<file path="src/rtl/rf_write_arbiter.sv">
// Shares the register-file write port between WB (A, high priority) and a long-latency unit (B).
// Optional starvation guard for B is compiled in with `define RF_ARB_STARVE_GUARD_EN.
module rf_write_arbiter #(
  parameter int DATA_W       = 32,
  parameter int ADDR_W       = 5,
  parameter int STARVE_LIMIT = 4,
  parameter int CNT_W        = 16
) (
  input  logic              clk,
  input  logic              rst_n,
  input  logic              a_valid,
  output logic              a_ready,
  input  logic [ADDR_W-1:0] a_waddr,
  input  logic [DATA_W-1:0] a_wdata,
  input  logic              b_valid,
  output logic              b_ready,
  input  logic [ADDR_W-1:0] b_waddr,
  input  logic [DATA_W-1:0] b_wdata,
  output logic              we,
  output logic [ADDR_W-1:0] waddr,
  output logic [DATA_W-1:0] wdata,
  output logic [CNT_W-1:0]  wr_count,
  output logic              starve_evt
);

  typedef enum logic [1:0] {IDLE, GNT_A, GNT_B} gnt_state_t;

  gnt_state_t        state_q, state_d;
  logic              force_b;
  logic              zero_q;
  logic              wr_en;
  logic [ADDR_W-1:0] sel_addr;
  logic [DATA_W-1:0] sel_data;

`ifdef RF_ARB_STARVE_GUARD_EN
  localparam int SW = $clog2(STARVE_LIMIT + 1);
  logic [SW-1:0] starve_cnt;

  assign force_b = (starve_cnt == SW'(STARVE_LIMIT));

  always_ff @(posedge clk) begin
    if (!rst_n) begin
      starve_cnt <= '0;
      starve_evt <= 1'b0;
    end else begin
      starve_evt <= b_ready && force_b;
      if (!b_valid || b_ready)
        starve_cnt <= '0;
      else if (!force_b)
        starve_cnt <= starve_cnt + SW'(1);
    end
  end
`else
  assign force_b    = 1'b0;
  assign starve_evt = 1'b0;
`endif

  always_comb begin
    b_ready = 1'b0;
    a_ready = 1'b0;
    state_d = IDLE;
    if (rst_n) begin
      b_ready = b_valid && (!a_valid || force_b);
      a_ready = a_valid && !b_ready;
    end
    if (a_ready)
      state_d = GNT_A;
    else if (b_ready)
      state_d = GNT_B;
  end

  assign sel_addr = (state_d == GNT_B) ? b_waddr : a_waddr;
  assign sel_data = (state_d == GNT_B) ? b_wdata : a_wdata;
  // Writes to $0 are accepted but never reach the register file or the counter.
  assign wr_en    = (state_d != IDLE) && (sel_addr != '0);
  assign we       = (state_q != IDLE) && !zero_q;

  always_ff @(posedge clk) begin
    if (!rst_n) begin
      state_q  <= IDLE;
      zero_q   <= 1'b0;
      waddr    <= '0;
      wdata    <= '0;
      wr_count <= '0;
    end else begin
      state_q <= state_d;
      zero_q  <= (sel_addr == '0);
      if (wr_en) begin
        waddr    <= sel_addr;
        wdata    <= sel_data;
        wr_count <= wr_count + CNT_W'(1);
      end
    end
  end

endmodule

</file>
<file path="config.mk">
export PLATFORM = sky130hd
export DESIGN_NAME = rf_write_arbiter
export DESIGN_NICKNAME = d
export VERILOG_FILES = /design/src/rtl/rf_write_arbiter.sv
export SDC_FILE = /design/constraint.sdc
export NUM_CORES = 1
export LEC_CHECK = 0
export ABC_AREA = 1
export ABC_CLOCK_PERIOD_IN_PS = 2700
export BUFFER_PORTS_ARGS = -buffer_cell sky130_fd_sc_hd__buf_2
export CAP_MARGIN = 20
export CORE_ASPECT_RATIO = 1.25
export CORE_MARGIN = 2
export CORE_UTILIZATION = 53
export CTS_CLUSTER_DIAMETER = 60
export CTS_CLUSTER_SIZE = 20
export DETAILED_ROUTE_END_ITERATION = 12
export HOLD_SLACK_MARGIN = 0.08
export PLACE_DENSITY = 0.88
export SYNTH_ARGS = -nofsm -noshare
export SYNTH_HDL_FRONTEND = slang
export SYNTH_SLANG_ARGS = --single-unit
</file>
<file path="constraint.sdc">
create_clock -name clk -period 2.7 [get_ports clk]
set_input_delay 0.135 -clock clk [delete_from_list [all_inputs] [get_ports clk]]
set_output_delay 0.135 -clock clk [all_outputs]
set_load 0.005 [all_outputs]
</file>
### Word-level counts from Yosys, hierarchy flattened

Index checks and enable logic that the tools add are counted.

| cells by class | value |
|---|---|
| $add $sub $neg | 1 |
| equality and inequality tests | 1 |
| multiplexer cells | 6 |
| reductions and logical operators | 11 |

Operators by type and width:

| kind | count |
|---|---|
| 32-bit 2-to-1 mux | 1 |
| 16-bit by 1-bit adder with 16-bit output, second input constant | 1 |
| 5-bit zero test | 1 |
| 5-bit 2-to-1 mux | 1 |
| 5-bit nonzero test | 1 |
| 1-bit logical AND | 4 |
| 2-bit 2-to-1 mux | 2 |
| 2-bit nonzero test | 2 |
| 1-bit zero test | 3 |
| 2-bit == test, second input constant | 1 |
| 1-bit 2-to-1 mux | 2 |

| storage, ports and cells | value |
|---|---|
| flip-flop bits (word level) | 56 |
| bits of input ports | 78 |
| output and inout bits | 57 |
| logic and storage cells | 24 |

### Longest topological paths before layout

Gate-level depths: netlist (run 1).

| logic depth | value |
|---|---|
| depth after elaboration | 10 |
| gate-level depth with buffers | 10 |

### Worst setup path after synthesis (run 1)

Ideal clock, no wire load.

| path | value |
|---|---|
| kind | register to register |
| start | register wr_count[0] |
| end | register wr_count[10] |
| library setup time | 0.071 ns |
| data arrival time | 1.392 ns |
| path slack | 1.237 ns |
| cell stages (with the launch flop) | 8 |
| path buffers | 0 |
| clock period less this slack | 1.463 ns |
| path through | dfxtp_1 > ha_1 > nand2_1 > nor2_1 > nand3_1 > xnor2_1 > nand3_2 > a21oi_2 |

| on the way | value |
|---|---|
| longest elaborated chain between the ends | 1 |

Ends and longest elaborated chain:

| element | RTL line | text |
|---|---|---|
| start: declaration | 22 | `output logic [CNT_W-1:0] wr_count,` |
| start signal: assignment | 91 | `wr_count <= wr_count + CNT_W'(1);` |
| 16-bit by 1-bit adder with 16-bit output | 91 |  |

Every way passes these cells.
A chain may end at the register's enable or synchronous reset.

### Worst setup path in the final report (run 1)

| path | value |
|---|---|
| start | input rst_n |
| end | register wdata[14] |

| on the way | value |
|---|---|
| longest elaborated chain between the ends | 7 |

Ends and longest elaborated chain:

| element | RTL line | text |
|---|---|---|
| start: declaration | 10 | `input logic rst_n,` |
| 1-bit 2-to-1 mux | 62 | `if (rst_n) begin` |
| 2-bit 2-to-1 mux | 68 | `else if (b_ready)` |
| 2-bit 2-to-1 mux | 66 | `if (a_ready)` |
| 2-bit == test | 72, 73 |  |
| 5-bit 2-to-1 mux | 72 | `assign sel_addr = (state_d == GNT_B) ? b_waddr : a_waddr;` |
| 5-bit nonzero test | 75 | `assign wr_en = (state_d != IDLE) && (sel_addr != '0);` |
| 1-bit logical AND | 75 |  |
| end signal: assignment | 90 | `wdata <= sel_data;` |
| end: declaration | 21 | `output logic [DATA_W-1:0] wdata,` |

Several ways; a longest one is shown, not always the timed one.

==> results.sh, run 1 <==
export IMPL_grt_pass1_vias=3260
export IMPL_antenna_cells=0
export IMPL_clk_latency_ns=0.30
export IMPL_dieArea_mm2=0.00711
export IMPL_hold_buffers=0
export IMPL_critPathMostFrequentCell="nand2_1"
export IMPL_clock_sinks=56
export IMPL_final_common_cell="nand2_1"
export IMPL_viasPerCell=5.10
export IMPL_drive_gt1_share_pct=44.7
export IMPL_synth_top_family_by_area="simple AND/OR/NAND/NOR gates"
export IMPL_hold_violations=0
export IMPL_yosysWarnings=0
export IMPL_cts_buffers=5
export IMPL_powerDensity_mw_per_mm2=433
export IMPL_synth_area_leaders="dfxtp_1 (33%), nand2_1 (20%), nand3_2 (14%), a21oi_2 (13%), buf_4 (2.9%)"
export IMPL_rows=32
export IMPL_cts_root_buf="clkbuf_8"
export IMPL_ys_flop_type="dfxtp_1"
export IMPL_synthXorXnorAreaFrac_pct=2.05
export IMPL_crit_path_cell_trace="buf_2 -> nand3_4 -> nand2_1 -> nand2_1 -> nor2_2 -> nand3_4 -> nand2_4 -> nand2_1 -> a21oi_2"
export IMPL_fillers=513
export IMPL_synthAdderAreaFrac_pct=0.366
export IMPL_initial_core_util_pct=55.1
export IMPL_skew_ns=0.00951
export IMPL_cp_start_kind="input port"
export IMPL_detail_route_wl_per_cell_um=12.6
export IMPL_syn_inst=448
export IMPL_synth_top_area_share_pct=32.8
export IMPL_cp_end_kind="flip-flop"
export IMPL_die_w_um=75.8
export IMPL_grt_pass1_wl_mm=13.5
export IMPL_grt_max_degree=53
export IMPL_syn_area_mm2=0.00342
export IMPL_routed_wl_mm=8.17
export IMPL_ys_types=27
export IMPL_rsz0062_at_grt="no"
export IMPL_chipHeight_um=93.8
export IMPL_boundaryPins=135
export IMPL_area_growth_pct=20.1
export IMPL_cts_setup_buffers=0
export IMPL_clk_path_buf_depth=2
export IMPL_portBuffers=133
export IMPL_clk_pin_slew_ns=0.10
export IMPL_synth_mux_area_share_pct=0
export IMPL_slowest_delay_ns=0.56
export IMPL_power_static_leakage_uw=0.00189
export IMPL_syn_avg_cell_area_um2=7.63
export IMPL_async_flop_share_pct=0
export IMPL_dp_hpwl_mm=6.01
export IMPL_ys_seq_area_share_pct=32.8
export IMPL_worst_path_max_fanout=51
export IMPL_cp_required_ns=2.94
export IMPL_tns_ns=0
export IMPL_fmax_mhz=525
export IMPL_irDropWorstVdd_mv=0.297
export IMPL_vias=3313
export IMPL_first_iter_violations=133
export IMPL_grt_use_total_pct=23.5
export IMPL_cpMaxStageDelayCell="nand2_4"
export IMPL_critPathTopFamily="simple AND/OR/NAND/NOR gates"
export IMPL_cts_tree="done"
export IMPL_relSlewSlack_pct=65.0
export IMPL_core_area_mm2=0.00621
export IMPL_cts_resized_gates=0
export IMPL_synth_simple_area_share_pct=41.7
export IMPL_path_class="input port to flip-flop"
export IMPL_cts_htree_levels=2
export IMPL_tightestPinTransition_ns=0.525
export IMPL_antenna_found_initial=0
export IMPL_place_gp_congestion=0.803
export IMPL_holdCritPathClass="input port to flip-flop"
export IMPL_synth_edff_count=0
export IMPL_drcViolationCount=0
export IMPL_yosys_area_top_type="dfxtp_1"
export IMPL_grt_overflow=0
export IMPL_ys_ff_latch=56
export IMPL_outcome="finished, final reports clean"
export IMPL_final_core_util_pct=66.2
export IMPL_nets=642
export IMPL_critPathBufInv=1
export IMPL_maxSlewViolCount=0
export IMPL_setup_viol=0
export IMPL_final_antenna_net_count=0
export IMPL_arrival_ns=2.15
export IMPL_dr_pass1_iters=4
export IMPL_synth_compound_area_share_pct=13.9
export IMPL_final_cell_mix="nand2_1 (186), buf_2 (133), dfxtp_1 (56), a21oi_2 (49), nand3_2 (47)"
export IMPL_drv_cap=0
export IMPL_syn_nets=527
export IMPL_fin_crit_sh_pct=70.6
export IMPL_fin_crit_ns=1.91
-- worst register-to-register path: cells and delay by family (launching register included) --
family | cells | cell delay [ns]
flops | 1 | 0.44
simple gates | 4 | 0.67
compound gates | 1 | 0.15
xor+xnor | 1 | 0.21
fa+ha+maj | 1 | 0.22
-- path summary, 6_finish.rpt --
path	startpoint	endpoint	slack [ns]	depth (start not counted)
worst max-delay path	rst_n	wdata[14]	0.79	9
worst min-delay path	a_valid	state_q[0]	0.13	3
worst max register to register	wr_count[0]	wr_count[10]	0.95	7
worst min register to register	wdata[2]	wdata[2]	0.48	2
-- per-layer routing --
layer	GRT usage (%)	share of wire, %	routed length, µm
met1	27.0	41	3370
met2	41.9	52	4280
met3	3.43	4.1	332
met4	9.65	2.4	197
met5	0	0	0
-- Yosys cell counts (2+ instances only) --
cell / number
nand3_2: 47
nand3_4: 2
xor2_1: 5
nand2_1: 186
buf_2: 3
clkbuf_1: 8
buf_8: 5
nand4_1: 8
a21oi_2: 49
buf_4: 13
a21oi_1: 4
xnor2_1: 3
dfxtp_1: 56
nor2_1: 19
o21ai_0: 2
nand3_1: 12
nand2_4: 2
inv_1: 14
nor2_2: 2
-- flip-flops by register name (all words and copies together), names as in the netlist --
signal / flops
zero_q: 1
wdata: 32
state_q: 2
wr_count: 16
waddr: 5
-- cell type report --
| cell class | count | area [µm²] | area share [%] |
|---|---|---|---|
| Timing Repair Buffer | 139 | 723 | 17.6 |
| Clock inverter | 2 | 35.0 | 0.853 |
| Sequential cell | 56 | 1120 | 27.3 |
| Multi-Input combinational cell | 345 | 1990 | 48.4 |
| Clock buffer | 6 | 72.6 | 1.77 |
| Inverter | 16 | 60.1 | 1.46 |
| Tap cell | 85 | 106 | 2.59 |
-- metrics by stage --
step / hold slack (ns) / setup WS (ns) / std cells / area [µm²] / power, µW
3_5_place_dp: 0.445 / 0.501 / 641 / 4000 / 1260
6_report: 0.128 / 0.795 / 649 / 4110 / 1780
5_1_grt: 0.156 / 0.619 / 649 / 4110 / 1850
4_1_cts: 0.125 / 0.822 / 649 / 4110 / 1790
2_1_floorplan: 0.285 / 1.24 / 448 / 3420 / 1140
3_3_place_gp: 0.449 / 0.609 / 641 / 4000 / 1250
-- where the power goes --
part	internal, µW	switching, µW	leakage, µW	total [µW]
Combinational	146	205	0.00138	351
Clock	276	264	0.0000552	540
Sequential	865	22.8	0.000457	888
-- kinds of logic (layout without fill, tap and decap cells) --
group	after synthesis	after routing
AND/OR/NAND/NOR	279	279
AO/OA/AOI/OAI	56	56
flip-flops	56	56
buffers and inverters	47	163
XOR/XNOR	8	8
adder cells (fa/ha/maj)	1	1
other	1	1
Power figures use the tool's default switching activity.
==> run 2, diff against run 1 <==
- ABC_CLOCK_PERIOD_IN_PS: 2700 -> 1600
- CORE_UTILIZATION: 53 -> 44
- PLACE_DENSITY: 0.88 -> 0.78
- clock period: 2.7 -> 1.6 ns (I/O delays scaled with it)
==> run 2 against run 1 <==
Sequential share of layout area down 0.94 points; clock power up 41%; critical path type is now flip-flop to flip-flop; largest cell class unchanged; flip-flop and latch count unchanged; power up 63%; setup slack worse by 0.62 ns; via count up 0.18%; critical endpoint is now wr_count[9].
==> results.sh, run 2 (synthesis results as in run 1) <==
export IMPL_outcome="finished, final reports clean"
export IMPL_power_share_clock_pct=26.2
export IMPL_clk_pin_slew_ns=0.10
export IMPL_clk_latency_ns=0.31
export IMPL_grt_use_total_pct=19.4
export IMPL_dr_pass1_iters=4
export IMPL_power_static_leakage_uw=0.00197
export IMPL_final_antenna_net_count=0
export IMPL_portBuffers=133
export IMPL_tns_ns=0
export IMPL_antenna_cells=0
export IMPL_rows=35
export IMPL_nets=655
export IMPL_dieArea_mm2=0.00849
export IMPL_drcViolationCount=0
export IMPL_reg_largest_list="wdata x32, wr_count x16, waddr x5"
export IMPL_die_w_um=82.8
export IMPL_area_growth_pct=24.8
export IMPL_largest_reg_flops=32
export IMPL_cp_end_kind="flip-flop"
export IMPL_grt_overflow=0
export IMPL_cts_root_buf="clkbuf_8"
export IMPL_cp_required_ns=1.85
export IMPL_holdCritPathClass="input port to flip-flop"
export IMPL_cp_start_kind="flip-flop"
export IMPL_rsz0062_at_grt="no"
export IMPL_startpoint="wr_count[0]"
export IMPL_powerDensity_mw_per_mm2=680
export IMPL_pwr_share_comb_pct=22.3
export IMPL_antenna_found_initial=0
export IMPL_arrival_ns=1.67
export IMPL_worst_path_max_fanout=5
export IMPL_fin_crit_sh_pct=89.1
export IMPL_drv_cap=0
export IMPL_final_common_cell="nand2_1"
export IMPL_switching_power_uw=850
export IMPL_power_frac_seq_pct=51.5
export IMPL_irDropWorstVdd_mv=0.529
export IMPL_routed_wl_mm=8.40
export IMPL_internal_power_uw=2050
export IMPL_final_core_util_pct=57.3
export IMPL_skew_ns=0.00366
export IMPL_cts_buffers=5
export IMPL_drive_gt1_share_pct=46.8
export IMPL_clk_path_buf_depth=2
export IMPL_initial_core_util_pct=45.9
export IMPL_cp_endpoint="wr_count[9]"
export IMPL_cts_tree="done"
export IMPL_final_cell_mix="nand2_1 (186), buf_2 (133), dfxtp_1 (53), a21oi_2 (49), nand3_2 (47)"
export IMPL_crit_reg2reg_launch="wr_count[0]"
export IMPL_worst_r2r_setup_slack_ns=0.17
export IMPL_fin_crit_ns=1.43
export IMPL_clock_sinks=56
export IMPL_chipHeight_um=103
export IMPL_first_iter_violations=146
export IMPL_maxSlewViolCount=0
export IMPL_grt_pass1_wl_mm=13.8
export IMPL_core_area_mm2=0.00744
export IMPL_setup_viol=0
export IMPL_r2r_end="wr_count[9]"
export IMPL_setup_slack_ns=0.175
export IMPL_viasPerCell=4.96
export IMPL_worstRegToRegCells=9
export IMPL_boundaryPins=135
export IMPL_place_gp_congestion=0.853
export IMPL_fmax_mhz=702
export IMPL_top_register="wdata"
export IMPL_total_power_uw=2900
export IMPL_vias=3319
export IMPL_dpl_worst_slack_ns=0.0708
export IMPL_grt_max_degree=31
export IMPL_switching_share_pct=29.3
export IMPL_grt_pass1_vias=3211
export IMPL_detail_route_wl_per_cell_um=12.6
export IMPL_cts_htree_levels=2
export IMPL_path_class="flip-flop to flip-flop"
export IMPL_hold_violations=0
export IMPL_dp_hpwl_mm=6.51
export IMPL_cts_setup_buffers=0
export IMPL_min_delay_path_depth=3
==> run 2: worst max-delay path: stages (launching register included) <==
cell,delay (ns)
dfxtp_1,0.35
buf_4,0.14
nand3_1,0.14
inv_1,0.12
nand2_1,0.13
nor2_1,0.13
nand2_1,0.06
nand2_1,0.07
nand3_2,0.08
a21oi_2,0.15
==> run 2: worst min path at each step <==
stage	to	startpoint	slack [ns]
floorplan	state_q[0]	a_valid	0.23
global placement	waddr[4]	rst_n	0.42
detailed placement	waddr[4]	rst_n	0.42
CTS	waddr[4]	rst_n	0.09
global route	state_q[0]	a_valid	0.11
finish	state_q[0]	a_valid	0.10
==> run 2: final cells by class <==
type	count	area, µm²
Timing Repair Buffer	152	883
Inverter	16	60.1
Multi-Input combinational cell	345	2000
Fill cell	706	3180
Tap cell	92	115
Clock buffer	5	68.8
Clock inverter	3	18.8
Sequential cell	56	1120
==> run 2: per-layer routing <==
metal / vias to the layer above / part of all wire [%] / track usage [%]
met3: 14 / 4.2 / 3.12
met2: 80 / 53 / 38.0
met5: - / 0 / 0
li1: 1689 / - / -
met4: 0 / 1.9 / 6.81
met1: 1536 / 41 / 21.3
==> run 2: what timing repair did <==
| item | CTS | global route |
|---|---|---|
| resized for setup | 0 | 4 |
| hold buffers | 0 | 0 |
| setup endpoints to repair | 0 | 5 |
==> run 2: through the flow <==
| stage | instance area [µm²] | cells | hold slack [ns] |
|---|---|---|---|
| after floorplan | 3420 | 448 | 0.230 |
| after global placement | 4170 | 661 | 0.415 |
| after detailed placement | 4170 | 661 | 0.421 |
| after CTS | 4260 | 669 | 0.0854 |
| after global routing | 4270 | 669 | 0.107 |
| final | 4270 | 669 | 0.101 |
==> run 2: power groups by stage <==
stage,combinational (µW),clock [µW],sequential [µW]
global placement,634,0,1530
global route,712,839,1500
finish,646,761,1490
floorplan,400,0,1530
detailed placement,651,0,1530
CTS,652,789,1500
